### src/rtl/debug_controller.sv
// MCU-side command executor for the UART debugger: pause/resume, memory and
// register-file access, and a small PC breakpoint unit.
module debug_controller #(
  parameter int NUM_BP  = 4,
  parameter int TIMEOUT = 255
) (
  input  logic        clk,
  input  logic        reset,
  input  logic [3:0]  cmd,
  input  logic [31:0] addr,
  input  logic [31:0] d_in,
  input  logic        out_valid,
  output logic        ctrlr_busy,
  output logic [31:0] d_rd,
  output logic        error,
  input  logic [31:0] mcu_pc,
  output logic        mcu_pause,
  input  logic        mcu_paused,
  output logic        mcu_reset,
  output logic [31:0] mem_addr,
  output logic [31:0] mem_din,
  output logic        mem_we,
  output logic        mem_re,
  input  logic [31:0] mem_dout,
  input  logic        mem_ack,
  output logic [4:0]  rf_addr,
  output logic [31:0] rf_wd,
  output logic        rf_we,
  input  logic [31:0] rf_rd
);

  localparam int CW = (TIMEOUT > 1) ? $clog2(TIMEOUT) : 1;

  localparam logic [3:0] CMD_PAUSE  = 4'h1;
  localparam logic [3:0] CMD_RESUME = 4'h2;
  localparam logic [3:0] CMD_MRST   = 4'h3;
  localparam logic [3:0] CMD_STATUS = 4'h4;
  localparam logic [3:0] CMD_MEM_RD = 4'h5;
  localparam logic [3:0] CMD_MEM_WR = 4'h6;
  localparam logic [3:0] CMD_REG_RD = 4'h7;
  localparam logic [3:0] CMD_REG_WR = 4'h8;
  localparam logic [3:0] CMD_BP_SET = 4'h9;
  localparam logic [3:0] CMD_BP_CLR = 4'hA;
  localparam logic [3:0] CMD_PC_RD  = 4'hB;

  typedef enum logic [2:0] {
    S_IDLE, S_DECODE, S_WAIT_PAUSE, S_MEM_ACCESS, S_REG_ACCESS, S_DONE
  } state_t;

  state_t r_state, w_next;

  logic [3:0]    r_cmd;
  logic [31:0]   r_addr, r_din, r_result, r_d_rd;
  logic          r_busy, r_error, r_err_pend, r_bp_sticky;
  logic          r_mcu_pause, r_mcu_reset, r_mem_we, r_mem_re, r_rf_we;
  logic [31:0]   r_mem_addr, r_mem_din, r_rf_wd;
  logic [4:0]    r_rf_addr;
  logic [CW-1:0] r_cnt;
  logic [31:0]   r_bp_val [NUM_BP];
  logic [NUM_BP-1:0] r_bp_valid;
  logic          w_cmd_ok, w_tmo, w_match, w_hit;

  assign ctrlr_busy = r_busy;
  assign d_rd       = r_d_rd;
  assign error      = r_error;
  assign mcu_pause  = r_mcu_pause;
  assign mcu_reset  = r_mcu_reset;
  assign mem_addr   = r_mem_addr;
  assign mem_din    = r_mem_din;
  assign mem_we     = r_mem_we;
  assign mem_re     = r_mem_re;
  assign rf_addr    = r_rf_addr;
  assign rf_wd      = r_rf_wd;
  assign rf_we      = r_rf_we;

  assign w_tmo = (r_cnt == CW'(TIMEOUT - 1));
  assign w_hit = w_match & ~r_mcu_pause;

  // Legality of the latched command: memory/register access needs a halted MCU
  always_comb begin
    w_cmd_ok = 1'b0;
    case (r_cmd)
      CMD_PAUSE, CMD_RESUME, CMD_MRST, CMD_STATUS, CMD_PC_RD: w_cmd_ok = 1'b1;
      CMD_MEM_RD, CMD_MEM_WR, CMD_REG_RD, CMD_REG_WR:        w_cmd_ok = mcu_paused;
      CMD_BP_SET, CMD_BP_CLR: w_cmd_ok = ({1'b0, r_addr[2:0]} < 4'(NUM_BP));
      default:                w_cmd_ok = 1'b0;
    endcase
  end

  // Breakpoint comparators, evaluated every cycle
  always_comb begin
    w_match = 1'b0;
    for (int i = 0; i < NUM_BP; i++) begin
      w_match = w_match | (r_bp_valid[i] & (r_bp_val[i] == mcu_pc));
    end
  end

  // Next-state logic
  always_comb begin
    w_next = r_state;
    case (r_state)
      S_IDLE: begin
        if (out_valid) w_next = S_DECODE;
        else           w_next = S_IDLE;
      end
      S_DECODE: begin
        if (!w_cmd_ok)                                       w_next = S_DONE;
        else if (r_cmd == CMD_PAUSE)                         w_next = S_WAIT_PAUSE;
        else if ((r_cmd == CMD_MEM_RD) || (r_cmd == CMD_MEM_WR)) w_next = S_MEM_ACCESS;
        else if (r_cmd == CMD_REG_RD)                        w_next = S_REG_ACCESS;
        else                                                 w_next = S_DONE;
      end
      S_WAIT_PAUSE: begin
        if (mcu_paused || w_tmo) w_next = S_DONE;
        else                     w_next = S_WAIT_PAUSE;
      end
      S_MEM_ACCESS: begin
        if (mem_ack || w_tmo) w_next = S_DONE;
        else                  w_next = S_MEM_ACCESS;
      end
      S_REG_ACCESS: w_next = S_DONE;
      S_DONE:       w_next = S_IDLE;
      default:      w_next = S_IDLE;
    endcase
  end

  // State register
  always_ff @(posedge clk or negedge reset) begin
    if (!reset) r_state <= S_IDLE;
    else        r_state <= w_next;
  end

  // Datapath, MCU-facing strobes and breakpoint storage
  always_ff @(posedge clk or negedge reset) begin
    if (!reset) begin
      r_cmd <= 4'h0;  r_addr <= 32'h0;  r_din <= 32'h0;
      r_result <= 32'h0;  r_d_rd <= 32'h0;  r_busy <= 1'b0;
      r_error <= 1'b0;  r_err_pend <= 1'b0;  r_bp_sticky <= 1'b0;
      r_mcu_pause <= 1'b0;  r_mcu_reset <= 1'b0;
      r_mem_we <= 1'b0;  r_mem_re <= 1'b0;  r_rf_we <= 1'b0;
      r_mem_addr <= 32'h0;  r_mem_din <= 32'h0;  r_rf_wd <= 32'h0;
      r_rf_addr <= 5'h0;  r_cnt <= '0;  r_bp_valid <= '0;
      for (int i = 0; i < NUM_BP; i++) r_bp_val[i] <= 32'h0;
    end else begin
      r_mcu_reset <= 1'b0;
      r_rf_we     <= 1'b0;
      case (r_state)
        S_IDLE: begin
          if (out_valid) begin
            r_cmd <= cmd;  r_addr <= addr;  r_din <= d_in;
            r_busy <= 1'b1;  r_error <= 1'b0;
          end
        end
        S_DECODE: begin
          r_cnt      <= '0;
          r_result   <= 32'h0;
          r_err_pend <= ~w_cmd_ok;
          if (w_cmd_ok) begin
            case (r_cmd)
              CMD_PAUSE:  r_mcu_pause <= 1'b1;
              CMD_RESUME: r_mcu_pause <= 1'b0;
              CMD_MRST:   r_mcu_reset <= 1'b1;
              CMD_STATUS: begin
                r_result    <= {30'h0, r_bp_sticky, mcu_paused};
                r_bp_sticky <= 1'b0;
              end
              CMD_MEM_RD: begin
                r_mem_addr <= r_addr;  r_mem_re <= 1'b1;
              end
              CMD_MEM_WR: begin
                r_mem_addr <= r_addr;  r_mem_din <= r_din;  r_mem_we <= 1'b1;
              end
              CMD_REG_RD: r_rf_addr <= r_addr[4:0];
              CMD_REG_WR: begin
                r_rf_addr <= r_addr[4:0];  r_rf_wd <= r_din;  r_rf_we <= 1'b1;
              end
              CMD_BP_SET, CMD_BP_CLR: begin
                for (int i = 0; i < NUM_BP; i++) begin
                  if (3'(i) == r_addr[2:0]) begin
                    r_bp_valid[i] <= (r_cmd == CMD_BP_SET);
                    if (r_cmd == CMD_BP_SET) r_bp_val[i] <= r_din;
                  end
                end
              end
              CMD_PC_RD: r_result <= mcu_pc;
              default:   r_result <= 32'h0;
            endcase
          end
        end
        S_WAIT_PAUSE: begin
          // a PAUSE timeout leaves the halt request asserted
          if (!mcu_paused) begin
            if (w_tmo) r_err_pend <= 1'b1;
            else       r_cnt <= r_cnt + CW'(1);
          end
        end
        S_MEM_ACCESS: begin
          if (mem_ack) begin
            r_mem_re <= 1'b0;  r_mem_we <= 1'b0;
            if (r_cmd == CMD_MEM_RD) r_result <= mem_dout;
          end else if (w_tmo) begin
            r_mem_re <= 1'b0;  r_mem_we <= 1'b0;  r_err_pend <= 1'b1;
          end else begin
            r_cnt <= r_cnt + CW'(1);
          end
        end
        S_REG_ACCESS: r_result <= rf_rd;
        S_DONE: begin
          r_busy  <= 1'b0;
          r_d_rd  <= r_err_pend ? 32'h0 : r_result;
          r_error <= r_err_pend;
        end
        default: r_busy <= 1'b0;
      endcase
      // a breakpoint hit overrides RESUME and a STATUS clear in the same cycle
      if (w_hit) begin
        r_mcu_pause <= 1'b1;
        r_bp_sticky <= 1'b1;
      end
    end
  end

endmodule
### config.mk
export PLATFORM = sky130hd
export DESIGN_NAME = debug_controller
export DESIGN_NICKNAME = d
export VERILOG_FILES = /design/src/rtl/debug_controller.sv
export SDC_FILE = /design/constraint.sdc
export NUM_CORES = 1
export LEC_CHECK = 0
export BUFFER_PORTS_ARGS = -buffer_cell sky130_fd_sc_hd__buf_2
export CORE_MARGIN = 2
export CORE_UTILIZATION = 57
export CTS_CLUSTER_DIAMETER = 80
export DETAILED_ROUTE_END_ITERATION = 16
export PLACE_DENSITY = 0.81
export SYNTH_ARGS = -nofsm -noshare
export SYNTH_HDL_FRONTEND = slang
export SYNTH_SLANG_ARGS = --single-unit
### constraint.sdc
create_clock -name clk -period 3.9 [get_ports clk]
set_clock_uncertainty 0.1 [all_clocks]
set_input_delay 0.39 -clock clk [delete_from_list [all_inputs] [get_ports clk]]
set_output_delay 0.39 -clock clk [all_outputs]
set_load 0.02 [all_outputs]
== After elaboration in Yosys (flattened, before gate mapping) ==
Index checks and enable logic that the tools add are counted.

* Output and inout bits: 140
* Word-level logic and storage cells: 163
* Input port bits: 169
* Bits in registers: 385

* Order comparisons: 1
* Multiplexer cells: 49
* Add/sub/neg operators: 1
* Equal/unequal tests: 33
* Reductions and logical operators: 40
* Bitwise logic cells: 11

{| class="wikitable"
|+ Operators by type and width
! cell !! number
|-
| equality test 32 bit || 4
|-
| 2-to-1 mux 32 bit || 4
|-
| one-hot mux 32 bit (3 select lines) || 1
|-
| one-hot mux 32 bit (2 select lines) || 1
|-
| 2-to-1 mux 1 bit || 26
|-
| 2-to-1 mux 8 bit || 3
|-
| one-hot mux 8 bit (3 select lines) || 1
|-
| AND reduction 3 bit || 8
|-
| AND reduction 4 bit || 6
|-
| AND reduction 5 bit || 4
|-
| equality test 4 x 3 -> 1 bit (second input constant) || 4
|-
| equality test 4 bit (second input constant) || 4
|-
| != test 2 bit (second input constant) || 8
|-
| 2-to-1 mux 3 bit || 5
|-
| one-hot mux 3 bit (5 select lines) || 1
|-
| one-hot mux 1 bit (2 select lines) || 5
|-
| nonzero test 2 bit || 5
|-
| nonzero test 3 bit || 3
|-
| adder 8 x 1 -> 8 bit (second input constant) || 1
|-
| equality test 4 x 2 -> 1 bit (second input constant) || 2
|-
| equality test 8 bit (second input constant) || 1
|-
| OR reduction 4 bit || 2
|-
| equality test 2 x 3 -> 1 bit (first input constant) || 2
|-
| equality test 3 x 2 -> 1 bit (second input constant) || 2
|-
| 15 further kinds || 32
|}

== Depth between registers and ports, before layout ==
* Depth in word-level cells: 8
* Depth in mapped cells: 8
* Gate-level depth less buffers: 7

== Worst setup path after synthesis ==
No wires, ideal clock.

* Path type: register to register
* Start: register r_state[1]
* End: register r_bp_val[100] (netlist name)
* Stages on the path, launching flop included: 9
* Path slack: 1526 ps
* Setup time: 127 ps
* Path buffers: 2
* Arrival time: 2147 ps
* Required time: 3673 ps
* Clock period less this slack: 2374 ps
* Path through: dfrtp_1 -> buf_6 -> or3b_1 -> nor4_2 -> and2b_2 -> nand2_2 -> nor2_8 -> buf_8 -> mux2_1

* Cells in the longest elaborated chain, start to end: 2

{| class="wikitable"
|+ Ends and longest elaborated chain
! what !! line !! source
|-
| start, declared || 50 || <nowiki>state_t r_state, w_next;</nowiki>
|-
| start signal, assigned || 130 || <nowiki>else r_state <= w_next;</nowiki>
|-
| equality test 3 x 1 -> 1 bit || 147 || <nowiki>case (r_state)</nowiki>
|-
| AND reduction 5 bit (no source line) || n/a ||
|-
| end signal, assigned by index || 181 || <nowiki>if (r_cmd == CMD_BP_SET) r_bp_val[i] <= r_din;</nowiki>
|-
| end, declared || 59 || <nowiki>logic [31:0] r_bp_val [NUM_BP];</nowiki>
|}

Every way passes these cells.
A chain may end at the register's enable or synchronous reset.

== Worst setup path in the final report ==
* Start: register r_state[0]
* End: register r_bp_val[7] (netlist name)

Same word-level chain as after synthesis.

==> impl_metrics.tcl <==
set metrics [dict create \
    status "finished, final reports clean" \
    grt_pass1_wl_mm 66.0 \
    rows 62 \
    slew_headroom 0.293 \
    netlist_area_sq_um 16800 \
    clk_pin_slew_ns 0.06 \
    end_kind "flip-flop" \
    switching_power_w 0.00591 \
    detail_route.vias_per_cell 5.78 \
    routed_wirelength_mm 43.4 \
    coreArea_sq_um 28900 \
    grt_pass1_vias 12000 \
    tns_ns 0 \
    maxCapViolCount 0 \
    drc 0 \
    synth_cells 1293 \
    powerDensity_nw_per_um2 785 \
    initial_core_util 0.583 \
    internal_power_w 0.0101 \
    insertion_delay_ns 0.53 \
    irDropWorstVdd_mv 0.521 \
    synth_edf_count 0 \
    diodes 0 \
    ant_nets 0 \
    critPathMaxFanout 32 \
    chipWidth_um 176 \
    p_leak_nw 9.92 \
    io_buffers 308 \
    syn_nets 1464 \
    gr-total-overflow 0 \
    min_period_ns 2.90 \
    crit_arrival_ns 3.21 \
    hold_path_class "primary input to flip-flop" \
    max_freq_mhz 345 \
    die-area_sq_um 30900 \
    async_reset_ff_frac 1.00 \
    path_class "flip-flop to flip-flop" \
    grt_max_degree 109 \
    root_buffer "clkbuf_16" \
    yosysUniqueCellTypes 53 \
    antenna_found_initial 0 \
    hold_violations 0 \
    pwr-share-clk 0.222 \
    yosysWarnings 0 \
    crit_required_ns 4.22 \
    layout-drive-gt1-share 0.396 \
    rsz0062_at_grt "no" \
    ys_dominant_reg_cell "dfrtp_1" \
    cts_tree "built" \
    setup_viol 0 \
    fin_crit_sh 0.742 \
    num_vias 11800 \
    seq_area_frac_synth 0.572 \
    die_y_um 176 \
    postSynthAreaPerCell_sq_um 13.0 \
    avgRoutedWirePerCell_um 21.3 \
    io_pins 309 \
    dp.cells 1900 \
    layout.cells.non_filler 2035 \
    combPwrFrac 0.341 \
    nNetsFinal 1795 \
    drv_slew 0 \
    worstMarginPinSlew_ns 1.06 \
    dr.pass1.iters 6 \
    seq_power_share 0.437 \
    startpoint_type "flip-flop" \
    switching_share 0.369 \
    drt_iter0_markers 829 \
    area_delta_synth_final_pct 21.3 \
    htree_levels 2 \
    cts.sinks 385 \
    dpl.hpwl_mm 29.5 \
    cts_made_buffers 40 \
    routabilityCongestion 0.890 \
    ys_seq_elements 385 \
    track_usage 0.277 \
    cts.path.max_buffers 3 \
]
cells by family after synthesis:
family          after synthesis  share of synthesized area
compound gates              142                     0.0556
xor+xnor                    133                     0.0692
fa+ha+maj                     2                    0.00149
buf+inv                     105                     0.0302
flops                       385                      0.572
mux                         297                      0.205
simple gates                229                     0.0661
cell type report:
type                       count  area [sq um]
clock inverter                 7          45.0
fill                        1957          8440
multi-input combinational    803          6740
clock buffer                  62          1150
timing repair buffer         386          2340
sequential                   385          9630
tap                          384           480
inverter                       8          30.0
layer usage:
| layer | vias up | GRT usage | routed length, um |
|---|---|---|---|
| li1 | 5211 | - | - |
| met1 | 5937 | 0.365 | 17400 |
| met2 | 513 | 0.453 | 20800 |
| met3 | 106 | 0.0610 | 3600 |
| met4 | 0 | 0.108 | 1590 |
| met5 | - | 0 | 0 |
Yosys cell counts (30+ instances only):
| cell type | instances | area share |
|---|---|---|
| a21oi_1 | 36 | 0.011 |
| mux2_2 | 232 | 0.16 |
| mux2_4 | 30 | 0.027 |
| clkbuf_1 | 73 | 0.016 |
| nand2_1 | 86 | 0.019 |
| xor2_1 | 46 | 0.024 |
| a222oi_1 | 32 | 0.019 |
| dfrtp_1 | 385 | 0.57 |
| o21ai_0 | 50 | 0.015 |
| xnor2_1 | 87 | 0.045 |
| mux2_1 | 32 | 0.021 |
| nor2_1 | 52 | 0.012 |
final timing paths:
path	startpoint	endpoint	slack, ns	cells after the start
setup / recovery	r_state[0]$_DFF_PN0_	r_bp_val[7]$_DFFE_PN0P_	1.00	6
hold reg to reg	d_rd[2]$_DFFE_PN0P_	d_rd[2]$_DFFE_PN0P_	0.38	2
min in group asynchronous	reset	r_addr[9]$_DFFE_PN0P_	0.42	2
setup reg to reg	r_state[0]$_DFF_PN0_	r_bp_val[7]$_DFFE_PN0P_	1.00	6
hold / removal	d_in[20]	r_din[20]$_DFFE_PN0P_	0.01	2
max in group asynchronous	reset	mem_addr[18]$_DFFE_PN0P_	2.22	3
metrics by stage:
step / utilization / total power, W / setup WS, ns / area (sq um) / hold slack [ns]
final: 0.708 / 0.0160 / 1.00 / 20400 / 0.0130
after global routing: 0.708 / 0.0169 / 0.819 / 20400 / 0.00545
after CTS: 0.707 / 0.0161 / 1.00 / 20400 / 0.000264
after detailed placement: 0.643 / 0.0124 / 1.04 / 18600 / 0.365
after global placement: 0.643 / 0.0121 / 1.09 / 18600 / 0.357
after floorplan: - / 0.0105 / 1.53 / 16800 / -0.00559
cell usage in the layout, fill, tap and decap left out, drive strengths merged, types with 3 or more instances in the layout:
cell | synthesis | routed
clkinv | 0 | 4
nand3 | 15 | 15
nor4 | 17 | 17
mux2i | 3 | 3
clkbuf | 73 | 62
nand2 | 88 | 88
dfrtp | 385 | 385
dlygate4sd3 | 0 | 66
and2 | 3 | 3
xor2 | 46 | 46
nand4 | 22 | 22
and3 | 3 | 3
inv | 8 | 10
o22ai | 3 | 3
mux2 | 294 | 294
xnor2 | 87 | 87
buf | 24 | 320
o21ai | 50 | 50
a222oi | 32 | 32
a31oi | 6 | 6
nor3 | 6 | 6
nand2b | 5 | 5
nor2 | 56 | 56
a21oi | 36 | 36
nor2b | 5 | 5
registers in the layout, indices dropped and copies added (netlist names), 3 cells and up:
register	flops
r_din	32
r_state	3
mem_addr	32
rf_wd	32
r_bp_valid	4
r_bp_val	128
mem_din	32
r_addr	32
d_rd	32
rf_addr	5
r_cnt	8
r_cmd	4
r_result	32
critical path, cell delays in order (launching register included):
cell	delay, ns
dfrtp_1	0.52
or3b_1	0.45
nor4_2	0.36
nand2_1	0.17
nor2_2	0.14
nand2_2	0.52
mux2_1	0.52
repair_timing:
action                    in CTS  in global routing
hold endpoints to repair     167                  2
buffers inserted               0                  0
hold buffers                  64                  2
resized for setup              0                  0
power by group through the flow:
stage | Combinational, W | Sequential (W) | Clock [W]
4_1_cts | 0.00550 | 0.00696 | 0.00360
6_report | 0.00547 | 0.00700 | 0.00355
3_3_place_gp | 0.00522 | 0.00690 | 0
5_1_grt | 0.00593 | 0.00719 | 0.00376
3_5_place_dp | 0.00541 | 0.00701 | 0
2_1_floorplan | 0.00320 | 0.00728 | 0
(Power assumes the default switching activity.)
